<file path="config.mk">
export PLATFORM = sky130hd
export DESIGN_NAME = uart_tx_arbiter
export DESIGN_NICKNAME = d
export VERILOG_FILES = /design/src/rtl/uart_pkg.sv /design/src/rtl/rr_arb.sv /design/src/rtl/uart_tx_arbiter.sv
export SDC_FILE = /design/constraint.sdc
export NUM_CORES = 1
export LEC_CHECK = 0
export BUFFER_PORTS_ARGS = -buffer_cell sky130_fd_sc_hd__buf_2
export CAP_MARGIN = 25
export CORE_UTILIZATION = 50
export DETAILED_ROUTE_END_ITERATION = 16
export PLACE_DENSITY = 0.9
export SYNTH_ARGS = -nofsm -noshare
export SYNTH_HDL_FRONTEND = slang
export SYNTH_SLANG_ARGS = --single-unit
</file>
<file path="constraint.sdc">
create_clock -name clk -period 1.92 [get_ports clk]
set_clock_uncertainty 0.1 [all_clocks]
set_input_delay 0.096 -clock clk [delete_from_list [all_inputs] [get_ports clk]]
set_output_delay 0.096 -clock clk [all_outputs]
set_load 0.05 [all_outputs]
</file>
<file path="src/rtl/uart_pkg.sv">
// uart_pkg: shared state encoding and UART timing constants for the Tx arbiter
package uart_pkg;
   typedef enum logic [1:0] {IDLE, LOAD, BUSY} state_t;
   localparam int CLK_HZ          = 50_000_000;
   localparam int BAUD            = 115200;
   localparam int BIT_CYCLES      = 434;
   localparam int TIMEOUT_DEFAULT = 5000;
endpackage

</file>
<file path="src/rtl/rr_arb.sv">
// rr_arb: rotating-priority pick of the first request at or above ptr
module rr_arb #(
   parameter int N_REQ = 4,
   localparam int W = N_REQ > 1 ? $clog2(N_REQ) : 1
) (
   input  logic [N_REQ-1:0] req,
   input  logic [W-1:0]     ptr,
   output logic [W-1:0]     grant,
   output logic             valid
);
   logic [W-1:0] idx;
   // scan from the farthest offset down so the nearest request at/after ptr wins
   always_comb begin
      grant = '0;
      valid = 1'b0;
      idx = '0;
      for (int i = N_REQ - 1; i >= 0; i--) begin
         idx = W'((int'(ptr) + i) % N_REQ);
         if (req[idx]) begin
            grant = idx;
            valid = 1'b1;
         end
      end
   end
endmodule

</file>
<file path="src/rtl/uart_tx_arbiter.sv">
// uart_tx_arbiter: round-robin sharing of one UART Tx among N_REQ byte requesters
module uart_tx_arbiter import uart_pkg::*; #(
   parameter int N_REQ = 4,
   parameter int TIMEOUT = TIMEOUT_DEFAULT,
   localparam int W = N_REQ > 1 ? $clog2(N_REQ) : 1,
   localparam int CW = $clog2(TIMEOUT + 1)
) (
   input  logic               clk,
   input  logic               rst,
   input  logic [N_REQ-1:0]   i_req,
   input  logic [8*N_REQ-1:0] i_req_d,
   output logic [N_REQ-1:0]   o_ack,
   output logic [N_REQ-1:0]   o_done,
   output logic               o_err,
   output logic [W-1:0]       o_err_id,
   output logic               o_busy,
   output logic               o_tx_en,
   output logic [7:0]         o_tx_d,
   input  logic               i_tx_complete
);
   state_t state, state_n;
   logic [W-1:0] rr_ptr, g, arb_g;
   logic arb_v, grant_ev, done_ev, tmo_ev;
   logic [CW-1:0] cnt;
   logic [7:0] bytes [N_REQ];
   for (genvar k = 0; k < N_REQ; k++) begin : g_bytes
      assign bytes[k] = i_req_d[8*k +: 8];
   end
   rr_arb #(.N_REQ(N_REQ)) u_arb (
      .req  (i_req),
      .ptr  (rr_ptr),
      .grant(arb_g),
      .valid(arb_v)
   );
   // timeout fires on the edge where the counter reaches TIMEOUT-1; completion has priority
   always_comb begin
      grant_ev = state == IDLE && arb_v;
      done_ev = state == BUSY && i_tx_complete;
      tmo_ev = state == BUSY && !i_tx_complete && cnt == CW'(TIMEOUT - 2);
      state_n = grant_ev ? LOAD
              : state == LOAD ? BUSY
              : state == BUSY && !done_ev && !tmo_ev ? BUSY : IDLE;
   end
   always_ff @(posedge clk) begin
      if (rst) begin
         state <= IDLE;
         rr_ptr <= '0;
         cnt <= '0;
         g <= '0;
         o_tx_d <= 8'h00;
         o_tx_en <= 1'b0;
         o_ack <= '0;
         o_done <= '0;
         o_err <= 1'b0;
         o_err_id <= '0;
         o_busy <= 1'b0;
      end else begin
         state <= state_n;
         o_busy <= state_n != IDLE;
         o_tx_en <= grant_ev;
         o_ack <= grant_ev ? N_REQ'(1) << arb_g : '0;
         o_done <= done_ev ? N_REQ'(1) << g : '0;
         o_err <= tmo_ev;
         o_err_id <= tmo_ev ? g : '0;
         cnt <= state != BUSY ? '0 : cnt == CW'(TIMEOUT) ? cnt : cnt + 1'b1;
         if (grant_ev) begin
            g <= arb_g;
            o_tx_d <= bytes[arb_g];
         end
         if (done_ev || tmo_ev) rr_ptr <= g == W'(N_REQ - 1) ? '0 : g + 1'b1;
      end
   end
endmodule

</file>
### Word-level counts from Yosys, hierarchy flattened

Index checks and enable logic that the tools add are counted.

* div/mod/pow operators: 0
* shift operators: 2
* magnitude comparators: 5
* multiplexer cells: 23
* reductions and logical operators: 16
* add/subtract/negate cells: 5
* equality and inequality tests: 6
* bitwise gates (word level): 4
* multiply operators: 0

Operators with widths (count)
* == test 13 bit (second input constant): 2
* binary-select mux 8 bit (select 2 bit): 1
* two-way mux 2 bit: 8
* two-way mux 8 bit: 2
* adder 13 x 1 -> 13 bit (second input constant): 1
* < comparator 2 x 3 -> 1 bit (second input constant): 4
* binary-select mux 1 bit (select 2 bit): 4
* two-way mux 1 bit: 8
* OR reduction 2 bit: 4
* << shifter 1 x 2 -> 4 bit (first input constant): 2
* logical AND 1 bit: 6
* adder 2 x 1 -> 2 bit (second input constant): 2
* adder 2 bit (second input constant): 2
* == test 2 bit (second input constant): 2
* >= comparator 3 bit (second input constant): 1
* logical NOT 1 bit: 3
* NOT 1 bit: 3
* NOT 2 -> 3 bit: 1
* == test 2 x 1 -> 1 bit (second input constant): 1
* logical NOT 2 bit: 1
* != test 2 bit (second input constant): 1
* nonzero test 2 bit: 1
* logical OR 1 bit: 1

* output and inout bits: 21
* memory bits (read-only): 0
* memory bits (writable): 0
* word-level logic and storage cells: 72
* latch bits: 0
* register bits after elaboration: 40
* memories kept: 0

### Longest topological paths before layout

* depth in word-level cells: 11
* mapped depth: 7
* mapped depth without buffers: 6

### Cells and area by module

From an unflattened synthesis, not the netlist that was laid out.

* cell total of the unflattened synthesis: 189
* area total of the unflattened synthesis: 1780.5 um^2

By module, submodules not included
* uart_tx_arbiter: seq. area each 780.7 um^2, cells each 176, times used 1, area each 1702.9 um^2
* rr_arb: seq. area each 0.0 um^2, cells each 13, times used 1, area each 77.6 um^2

### Worst setup path after synthesis

Ideal clock, no wire load.

* path type: register to register
* start point: reg state[0]
* end point: reg rr_ptr[0]
* data required time: 1.702 ns
* slack: 0.315 ns
* arrival time: 1.387 ns
* clock period less this slack: 1.605 ns
* stages on the path, launching flop included: 6
* buffers on the path: 0
* cell sequence: dfxtp_1 -> nor3b_1 -> nand4b_1 -> o22ai_1 -> mux2i_1 -> nor2_1

* longest elaborated chain between the ends: 4

RTL lines
* from (decl): RTL line uart_tx_arbiter.sv:21 `state_t state, state_n;`
* from (signal assigned): RTL line uart_tx_arbiter.sv:58 `state <= state_n;`
* == test 2 bit *: RTL line uart_tx_arbiter.sv:38, uart_tx_arbiter.sv:39
* logical AND 1 bit (2 in series): RTL line uart_tx_arbiter.sv:39 `tmo_ev = state == BUSY && !i_tx_complete && cnt == CW'(TIMEOUT - 2);`
* logical OR 1 bit *: RTL line uart_tx_arbiter.sv:70 `if (done_ev || tmo_ev) rr_ptr <= g == W'(N_REQ - 1) ? '0 : g + 1'b1;`
* to (signal assigned): RTL line uart_tx_arbiter.sv:70
* to (decl): RTL line uart_tx_arbiter.sv:22 `logic [W-1:0] rr_ptr, g, arb_g;`

Every way passes the cells marked *; elsewhere a longest branch is shown, timed or not.
A chain may end at the register's enable or synchronous reset.

### Worst setup path after layout

* start point: reg rr_ptr[1]
* end point: reg o_tx_d[6]

* longest elaborated chain between the ends: 11

RTL lines
* adder 2 bit: RTL line rr_arb.sv:18 `idx = W'((int'(ptr) + i) % N_REQ);`
* binary-select mux 1 bit (select 2 bit): RTL line rr_arb.sv:19 `if (req[idx]) begin`
* two-way mux 1 bit (not written as such): RTL line rr_arb.sv:19
* two-way mux 2 bit (4 in series): RTL line rr_arb.sv:19
* NOT 2 -> 3 bit (not written as such): RTL line uart_tx_arbiter.sv:68 `o_tx_d <= bytes[arb_g];`
* binary-select mux 8 bit (select 2 bit): RTL line uart_tx_arbiter.sv:68
* two-way mux 8 bit (not written as such) (2 in series): RTL line uart_tx_arbiter.sv:68
* to (signal assigned): RTL line uart_tx_arbiter.sv:68
* to (decl): RTL line uart_tx_arbiter.sv:18 `output logic [7:0] o_tx_d,`

Several ways; a longest one is shown, not always the timed one. The select of a mux whose other input is x is not followed.

==> run metrics <==
R2R cell count 6; Layout area overhead 32.2%; Post-CTS Setup Bufs 0; RePlAce Congestion around 0.78; Worst-Margin Slew about 430 ps; largest net degree at the start of global routing 17; Site Rows 21; num ports 60; core area between 3000 and 4000 µm²; Crit-path slowest cell dfxtp_2; Avg Inst Size Synth 9.17 µm²; cell mode on critical path mux2i_1; Worst EP required ~2000 ps; max_cap viols 0; hpwl dp 2770 µm; Gate Count Post-Synth 200; Global Route Usage Sum 24.4%; Sw Ratio about 30%; NumNets Final 322; clock buffer depth 2; DRC Markers 0; Critical Path Sink o_tx_d[6]; clock power share between 30% and 40%; Post-synth top cells 39 x dfxtp_1, 24 x nor2_1, 17 x nand2_1; initial antenna violation count 0; clk root buf clkbuf_4; YS warnings 0; endpoints failing setup 0; number of synthesized flops with an enable pin 0; TNS Setup 0 ps; via count around 1.8k; Switch Pwr around 0.00054 W; Synth top area share between 40% and 50%; total grt overflow 0; DIE AREA slightly below 4000 µm²; CTS tree done; top_reg_cell synth dfxtp_1; cell taking the most area after synthesis dfxtp_1; ratio of final minimum period to clock period ~90%; PD cells between 700 and 800 nW/µm²; first-pass GRT wire length 7350 µm; count leader, synth dfxtp_1; Slew HR around 71%; LEAKAGE 1.06 nW; Seq pwr share a little under half; vias in the first global route ~1.7k; internal power 0.00130 W; initial core utilization between 50 and 60%; DRT iter0 DRCs between 70 and 80; outcome complete, no violations; register area share after synthesis 42.6%; Post-synth ARST share 0%; CTS sink cnt 39; synthesized net count ~240; Hold Crit Class in -> reg; worst setup path start rr_ptr[1]; Avg WL per Cell about 14 µm; Slew Limit Fails 0; RSZ-0062 raised after global routing no; Routed WL around 4500 µm; worst IR drop on VDD 0.357 mV; crit-path max FO 9; crit-path leading delay family multiplexers; Stages on worst setup path 6; Post-Place Worst Slack ~130 ps; # diodes 0; # fillers 250; chip width around 63 µm; crit-path max cell delay about 430 ps; cells along the critical path mux2i_1 -> o22ai_1 -> nor2_2 -> buf_4 -> mux2i_1 -> o211ai_1; CP Capture Type register; H-tree levels 2; clock-pin transition on the worst setup and hold timing paths about 120 ps; Comb power frac between 20% and 30%; final hold vios 0; Worst setup SP type register; IO Port Bufs 59; Via density 5.40; Arrival @ worst endpoint about 1900 ps; reg2reg end o_tx_d[6]; Die Ht 62.5 µm; Final ANT Viol Nets 0; r2r setup slk a little over 200 ps; register bit total from synthesis 39; post-synth cell types 41; kind of critical path reg -> reg; drt first pass iters 4; worst-skew pair later-pin latency between 300 and 400 ps; worst r2r src rr_ptr[1]; layout cell share with drive strength beyond 1 slightly below 30%; fmax 582 MHz; Netlist Area Pre-Place roughly 1800 µm²; total CTS buffers 5; minimum clock period approximately 1700 ps; worst path buffer plus inverter count 1; most area-consuming cells after synthesis dfxtp_1 43%, mux2i_1 7.1%, nor2_1 4.9%; setup ws final 201 ps
area by class of cell:
cell class	count	area [µm²]	share of cell area, %
multi-input cells	149	988	40.8
flip-flops and latches	39	782	32.3
repair buffers	79	490	20.2
well taps	46	57.6	2.37
clock buffers	6	51.3	2.12
clock inverters	2	35.0	1.45
inverters	5	18.8	0.774
power by group through the flow:
stage	combinational [W]	sequential [W]	clock, W
after floorplan	0.000136	0.00100	0
after global placement	0.000337	0.000893	0
after CTS	0.000372	0.000877	0.000588
after global routing	0.000410	0.000883	0.000627
after detailed placement	0.000344	0.000894	0
final	0.000386	0.000879	0.000580
timing repair:
action / 4_1_cts / 5_1_grt
endpoints found under the hold margin: 19 / 0
hold buffers: 18 / 0
endpoints found under the setup margin: 0 / 6
resized for setup: 0 / 2
metrics by stage:
stage / area (µm²) / hold WS, ps / power, W / cells / utilization (%)
floorplan: 1830 / 161 / 0.00114 / 200 / -
finish: 2420 / 1.83 / 0.00184 / 326 / 71.0
CTS: 2420 / 5.65 / 0.00184 / 326 / 70.9
global placement: 2150 / 292 / 0.00123 / 300 / 63.1
global route: 2420 / 17.9 / 0.00192 / 326 / 71.0
detailed placement: 2150 / 299 / 0.00124 / 300 / 63.1
worst min-delay path, cell delays in order:
cell and delay, ps:
buf_2 70, and3_1 130, o21ai_1 60, o211ai_1 70
worst min path at each step:
stage | slack (ps) | end | depth (start not counted) | startpoint
after CTS | 6 | o_tx_d[7] | 4 | i_req_d[31]
after global routing | 20 | o_tx_d[0] | 4 | i_req_d[24]
after floorplan | 160 | o_done[0] | 2 | i_tx_complete
final | 2 | o_tx_d[0] | 4 | i_req_d[24]
after global placement | 290 | o_tx_d[5] | 3 | i_req_d[5]
after detailed placement | 300 | o_tx_d[5] | 3 | i_req_d[5]
sequential cells by signal, indices dropped and copies added, names as in the netlist, 2 cells and up:
| register | count |
|---|---|
| o_ack | 4 |
| state | 2 |
| o_tx_d | 8 |
| rr_ptr | 2 |
| o_done | 4 |
| g | 2 |
| cnt | 13 |
| o_err_id | 2 |
layout by cell type (no fill, tap or decap), drive strengths merged, types with 5 or more instances in the layout:
cell type    netlist  routed
clkbuf             1       6
mux2i             13      13
o21ai              8       8
o211ai             8       8
nor2              26      26
nand3              6       6
a21boi             9       9
dlygate4sd3        0      18
xor2               7       7
inv                5       5
dfxtp             39      39
buf                6      61
nand2             17      17
a21oi              5       5
and3               9       9
layer usage:
| metal | share of wire [%] | vias up | track usage [%] |
|---|---|---|---|
| li1 | - | 861 | - |
| met3 | 6.8 | 27 | 8.58 |
| met4 | 5.9 | 0 | 16.9 |
| met1 | 39 | 784 | 24.9 |
| met5 | 0 | - | 0 |
| met2 | 48 | 88 | 41.3 |
logic make-up (layout without fill, tap and decap cells):
family                     after synthesis  after routing  synth area share [%]
DFF                                     39             39                  42.6
muxes                                   13             13                  7.10
and+or+nand+nor                         83             83                  24.4
adders and majority gates                4              4                  2.73
xor gates and xnor gates                11             11                  5.26
AOI/OAI and AO/OA                       38             38                  14.3
buffers and inverters                   12             92                  3.55
(Power assumes the default switching activity.)
